[config.mk]
export PLATFORM = sky130hd
export DESIGN_NAME = ptr_block_reader
export DESIGN_NICKNAME = d
export VERILOG_FILES = /design/src/rtl/ptr_block_reader.sv
export SDC_FILE = /design/constraint.sdc
export NUM_CORES = 1
export LEC_CHECK = 0
export CORE_MARGIN = 4
export CORE_UTILIZATION = 45
export CTS_CLUSTER_SIZE = 30
export DETAILED_ROUTE_END_ITERATION = 8
export DONT_BUFFER_PORTS = 1
export GPL_ROUTABILITY_DRIVEN = 0
export PLACE_DENSITY = 0.7
export SYNTH_ARGS = -nofsm -noshare
export SYNTH_HDL_FRONTEND = slang
export SYNTH_SLANG_ARGS = --single-unit
export TNS_END_PERCENT = 10
[constraint.sdc]
create_clock -name CLOCK -period 4.7 [get_ports CLOCK]
set_input_delay 1.175 -clock CLOCK [delete_from_list [all_inputs] [get_ports CLOCK]]
set_output_delay 1.175 -clock CLOCK [all_outputs]
set_load 0.1 [all_outputs]
[src/rtl/ptr_block_reader.sv]
// Photoelectric tape reader controller: spins up the reader on a start request,
// reads host frames at the character rate, and delivers them until a STOP code ends the block.
module ptr_block_reader #(
  parameter int SPINUP_MS = 100,
  parameter int FRAME_MS  = 4,
  parameter int STOP_MS   = 10,
  parameter int STARVE_MS = 1000
) (
  input  logic       CLOCK,
  input  logic       rst,
  input  logic       tick_ms,
  input  logic       PWR_AUTO_TAPE_START,
  input  logic       CMD_TAPE_START,
  input  logic       fr_valid,
  input  logic [4:0] fr_data,
  output logic       fr_ready,
  output logic       WAIT_FOR_TAPE,
  output logic       TAPE_MOTOR,
  output logic       ptr_strobe,
  output logic [4:0] ptr_frame,
  output logic       tape_err,
  output logic [1:0] state_dbg
);

  localparam logic [1:0] S_IDLE    = 2'd0;
  localparam logic [1:0] S_SPINUP  = 2'd1;
  localparam logic [1:0] S_READ    = 2'd2;
  localparam logic [1:0] S_RUNDOWN = 2'd3;

  localparam logic [15:0] SPINUP_LIM  = 16'(SPINUP_MS);
  localparam logic [15:0] STOP_LIM    = 16'(STOP_MS);
  localparam logic [15:0] FRAME_LAST  = 16'(FRAME_MS - 1);
  localparam logic [15:0] STARVE_LAST = 16'(STARVE_MS - 1);

  logic [1:0]  state;
  logic [1:0]  state_nx;
  logic [15:0] ms_cnt;
  logic [15:0] slot_cnt;
  logic [15:0] starve_cnt;
  logic        entry;
  logic        pwr_q;

  logic start;
  logic tick_cnt;
  logic slot;
  logic accept;
  logic starve_hit;
  logic is_blank;
  logic is_stop;
  logic is_illegal;
  logic deliver;

  // Frame handshake: the host holds fr_valid with fr_data stable until it sees
  // fr_ready. A frame transfers only at a READ slot edge where fr_valid is high;
  // fr_ready pulses for one cycle just after that edge. fr_valid may drop any time.
  assign start      = (PWR_AUTO_TAPE_START & ~pwr_q) | CMD_TAPE_START;
  assign tick_cnt   = tick_ms & ~entry;
  assign slot       = (state == S_READ) && tick_cnt && (slot_cnt == FRAME_LAST);
  assign accept     = slot && fr_valid;
  assign starve_hit = (state == S_READ) && tick_cnt && !accept && (starve_cnt == STARVE_LAST);

  assign is_blank   = (fr_data == 5'h00);
  assign is_stop    = (fr_data == 5'h04);
  assign is_illegal = !fr_data[4] && (fr_data[3:0] >= 4'd6);
  assign deliver    = accept && !is_blank && !is_stop && !is_illegal;

  assign state_dbg = state;

  always_comb begin
    state_nx = state;
    case (state)
      S_IDLE:    if (start) state_nx = S_SPINUP;
      S_SPINUP:  if (ms_cnt >= SPINUP_LIM) state_nx = S_READ;
      S_READ:    if ((accept && (is_stop || is_illegal)) || starve_hit) state_nx = S_RUNDOWN;
      S_RUNDOWN: if (ms_cnt >= STOP_LIM) state_nx = S_IDLE;
      default:   state_nx = S_IDLE;
    endcase
  end

  always_ff @(posedge CLOCK) begin
    if (rst) begin
      state         <= S_IDLE;
      entry         <= 1'b0;
      pwr_q         <= 1'b0;
      ms_cnt        <= 16'd0;
      slot_cnt      <= 16'd0;
      starve_cnt    <= 16'd0;
      fr_ready      <= 1'b0;
      WAIT_FOR_TAPE <= 1'b0;
      TAPE_MOTOR    <= 1'b0;
      ptr_strobe    <= 1'b0;
      ptr_frame     <= 5'd0;
      tape_err      <= 1'b0;
    end else begin
      pwr_q      <= PWR_AUTO_TAPE_START;
      state      <= state_nx;
      fr_ready   <= accept;
      ptr_strobe <= deliver;
      if (deliver) ptr_frame <= fr_data;

      // Counters restart on every state change; a tick landing in the entry cycle is dropped.
      if (state_nx != state) begin
        entry      <= 1'b1;
        ms_cnt     <= 16'd0;
        slot_cnt   <= 16'd0;
        starve_cnt <= 16'd0;
      end else begin
        entry <= 1'b0;
        if (tick_cnt) begin
          ms_cnt     <= ms_cnt + 16'd1;
          slot_cnt   <= (slot_cnt == FRAME_LAST) ? 16'd0 : slot_cnt + 16'd1;
          starve_cnt <= accept ? 16'd0 : starve_cnt + 16'd1;
        end
      end

      if (state == S_IDLE && state_nx == S_SPINUP) begin
        TAPE_MOTOR <= 1'b1;
        tape_err   <= 1'b0;
      end
      if (state == S_SPINUP && state_nx == S_READ) WAIT_FOR_TAPE <= 1'b1;
      if (state == S_READ && state_nx == S_RUNDOWN) begin
        TAPE_MOTOR <= 1'b0;
        if (starve_hit || (accept && is_illegal)) tape_err <= 1'b1;
      end
      if (state == S_RUNDOWN && state_nx == S_IDLE) WAIT_FOR_TAPE <= 1'b0;
    end
  end

endmodule
==> results by stage <==
STA:
- Adding up every negative setup slack in the final design gives 0 ps.
- The worst slew margin relative to its limit is about a third.
- The clock skew is 9.57 ps.
- The final clock period utilization by the worst path is about 66%.
- Setup violations remaining at the end of the flow were counted as 0.
- The final critical delay including setup and external delays is ~3100 ps.
- At the pin with the least slew margin, the transition time is around 1000 ps.
- Setup repair after global routing left no endpoint under its margin.
- After layout, the worst setup slack is ~1600 ps.
- The maximum achievable frequency is between 300 and 400 MHz.
- The number of hold-slack violations in the final timing report was 0.
- The number of max-slew violations in the final report came to 0.

Setup path:
- In this run the worst setup path begins at tick_ms.
- For the worst setup path, the data arrival time is around 3400 ps.
- The category of the worst setup path capture point is a flop.
- In this run the register-to-register setup slack is roughly 1600 ps.
- The critical path launch point type is a primary input.
- Along the worst path, the maximum fanout reaches 36.
- For this run, the slowest stage of the critical path takes around 700 ps.
- For the worst flop-to-flop path, the logic depth is 6.
- The launch point of the worst reg-to-reg path is slot_cnt[0].
- The start-to-end type of the worst setup path is primary input to flop.
- The worst flop-to-flop path endpoint is ms_cnt[6].
- For this design, the slowest cell found on the critical path is nand3_2.
- Data on the critical path is required at its endpoint by 4940 ps.
- Traced cell by cell, the critical path runs through nor2b_1 > nand2_1 > o2111ai_2 > nand3_2 > a221oi_1.

Synthesis:
- The most used flip-flop cell after synthesis is dfxtp_1.
- In this run, synthesis inferred 0 flip-flops with an integrated enable.
- The post-synthesis async set-or-reset flop share is 0%.
- The biggest area contributor in the post-synthesis netlist is dfxtp_1.
- The area of the mapped netlist is around 3200 um2.
- Synthesis instantiated 49 different standard cells from the library.
- In this run the biggest area consumer among cell types represents 39.3% of the synthesized area.
- Counting flops and latches in the post-synthesis netlist gives 62.
- In this run the mean area of a mapped cell was about 9.1 um2.
- The number of nets produced by synthesis is 360.
- The warning count from the yosys run is 0.
- Sorting the synthesized cells by area gives the leading types as dfxtp_1 (39%), xor2_1 (6.4%), a211oi_1 (5.0%).
- The post-synthesis sequential area ratio is between 30% and 40%.
- The most repeated cell in the gate-level netlist after synthesis is dfxtp_1.
- Counting instances in the post-synthesis netlist gives the leading cell types as dfxtp_1 (62), nor3_1 (27), nand2_1 (24).
- Synthesis handed over a netlist of ~350 instances.

Finish:
- The final design instance area without fill is about 3400 um2.
- In the final design database the tool counted between 300 and 400 nets.
- The number of cells in the finished layout apart from fillers is around 440.
- The antenna diode instance count is 0.
- Measured on the finished design, the core utilization comes to about half.
- Relative to the synthesized area, the layout overhead comes to 8.64%.
- Cells with a size suffix above 1 make up approximately 11% of the layout.

CTS:
- The number of hold buffers added after CTS is 0.
- After clock tree synthesis, the setup repair step added 0 buffers.
- The number of buffers added by the clock tree synthesis step is 9.
- TritonCTS built the clock tree.
- The clock passes through at most 2 buffers.
- The root buffer cell is clkbuf_8.
- The CTS clock-pin slew for the worst setup and hold paths is 60 ps.
- The tree built by TritonCTS fans out to 62 sinks.
- In this run the number of H-tree levels came out at 3.
- The number of gates resized after CTS was 0.
- The clock reaches the later pin of the worst-skew pair after about 350 ps.

Detailed routing:
- The routed via count is ~2500.
- The length of the first detailed-routing pass in iterations is 4.
- The via count normalized by instance count is around 5.7.
- For this block, the initial DRC count from the detailed router was 96.
- For this run, design rule violations remaining after detail routing come to 0.
- The highest metal layer carrying signal wires in the routed design is met4.
- The remaining antenna violation count is 0.
- Wire segments on met3 add up to 321 um in the final route.
- The amount of wire on met2 after detailed routing is just under 3000 um.
- The detailed-route wire length on metal 1 is approximately 3100 um.
- The final routed wirelength across all metal layers is 6590 um.
- The routed length per placed instance is ~15 um.

Placed design:
- The number of placed cells counting well taps is between 400 and 500.
- The worst slack after detailed placement is around 1300 ps.
- The detailed placement HPWL is roughly 4300 um.
- Input and output buffers added on the ports amount to 0.
- The total placed instance area is between 3000 and 4000 um2.

Flow run:
- The count of maximum capacitance violations is 0.

Worst hold path:
- The cell depth of the worst min-delay path is 2.
- The terminating pin of the worst hold path is slot_cnt[1].
- The path type of the worst min-delay path is flop to flop.
- The launch point of the worst hold path is slot_cnt[1].

Floorplanning:
- The initialized floorplan defines 30 standard-cell rows.
- The floorplan die height is ~92 um.
- The floorplan step defined a die boundary enclosing around 8400 um2.
- The core region is approximately 6800 um2.
- The number of placed I/O pins is 23.
- The die width is 91.7 um.
- The initial cell density of the core is 46.4%.

GRT:
- The overall track demand over capacity in global routing is between 10% and 20%.
- The wire length of the first global-routing pass is 11100 um.
- The via count of the first global-routing pass was 2373.
- The final global-route overflow total is 0.
- Entering global routing, the biggest net connects 50 pins.
- The number of antenna violations at the first check in global routing is 0.

Pwr:
- IR analysis of the VDD net gives a maximum drop of roughly 0.00014 V.
- The static leakage is 1.06 nW.
- Dividing total power by cell area gives a power density of about 330 nW/um2.

Run status:
- The run finished with clean final reports.
==> kinds of logic (layout without fill, tap and decap cells) <==
group	after synthesis	in the layout	synth area share [%]
adder cells (fa/ha/maj)	4	4	1.59
AND/OR/NAND/NOR	151	151	27.2
AO/OA/AOI/OAI	58	58	15.0
XOR/XNOR	40	40	11.1
buffers and inverters	25	26	4.24
flip-flops	62	62	39.3
multiplexers	5	5	1.59
==> power breakdown <==
group / total [mW] / switching (mW) / internal, mW
Clock: 0.548 / 0.206 / 0.341
Combinational: 0.0548 / 0.0386 / 0.0162
Sequential: 0.542 / 0.0114 / 0.530
Total: 1.14 / 0.256 / 0.888
==> per-stage QoR <==
stage          power [mW]  hold WS (ps)
2_1_floorplan       0.610           461
3_3_place_gp        0.607           467
3_5_place_dp        0.608           476
4_1_cts              1.16           485
5_1_grt              1.18           504
6_report             1.14           486
==> metal layers <==
metal / up-vias / GRT usage (%)
li1: 1273 / -
met1: 1195 / 20.9
met2: 43 / 25.1
met3: 14 / 4.59
met4: 0 / 8.04
met5: - / 0
==> placed cells by master, fill, tap and decap left out, types with 6 or more instances in the layout <==
| master | count |
|---|---|
| a211oi_1 | 21 |
| a211oi_2 | 9 |
| a21oi_1 | 8 |
| and3_1 | 6 |
| and4_1 | 6 |
| clkbuf_8 | 12 |
| dfxtp_1 | 62 |
| inv_1 | 6 |
| nand2_1 | 24 |
| nand3_1 | 20 |
| nand4_1 | 13 |
| nor2_1 | 16 |
| nor3_1 | 27 |
| nor4_1 | 7 |
| xnor2_1 | 17 |
| xor2_1 | 23 |
==> area by class of cell <==
type	instances	area, um2
sequential	62	1240
clock inverter	3	65.1
timing repair buffer	4	30.0
multi-input combinational	258	1780
tap	96	120
inverter	6	22.5
fill	616	3370
clock buffer	13	169
==> how the worst max path moves through the flow <==
stage,to,depth (start not counted)
after detailed placement,ms_cnt[0],5
final,ms_cnt[6],5
after global placement,entry,5
after global routing,slot_cnt[2],5
after CTS,ms_cnt[6],5
after floorplan,ptr_frame[0],6
==> critical path: cells and delay by family <==
kind	cells	cell delay, ps
AOI/OAI and AO/OA	2	780
and+or+nand+nor	3	1380
==> flip-flops by register name, indices dropped and copies added, names as in the netlist <==
| name | cells |
|---|---|
| starve_cnt | 16 |
| ptr_frame | 5 |
| ms_cnt | 16 |
| pwr_q | 1 |
| state_dbg | 2 |
| WAIT_FOR_TAPE | 1 |
| entry | 1 |
| slot_cnt | 16 |
| tape_err | 1 |
| TAPE_MOTOR | 1 |
| ptr_strobe | 1 |
| fr_ready | 1 |
No activity file was read; power rests on OpenSTA's default activity.
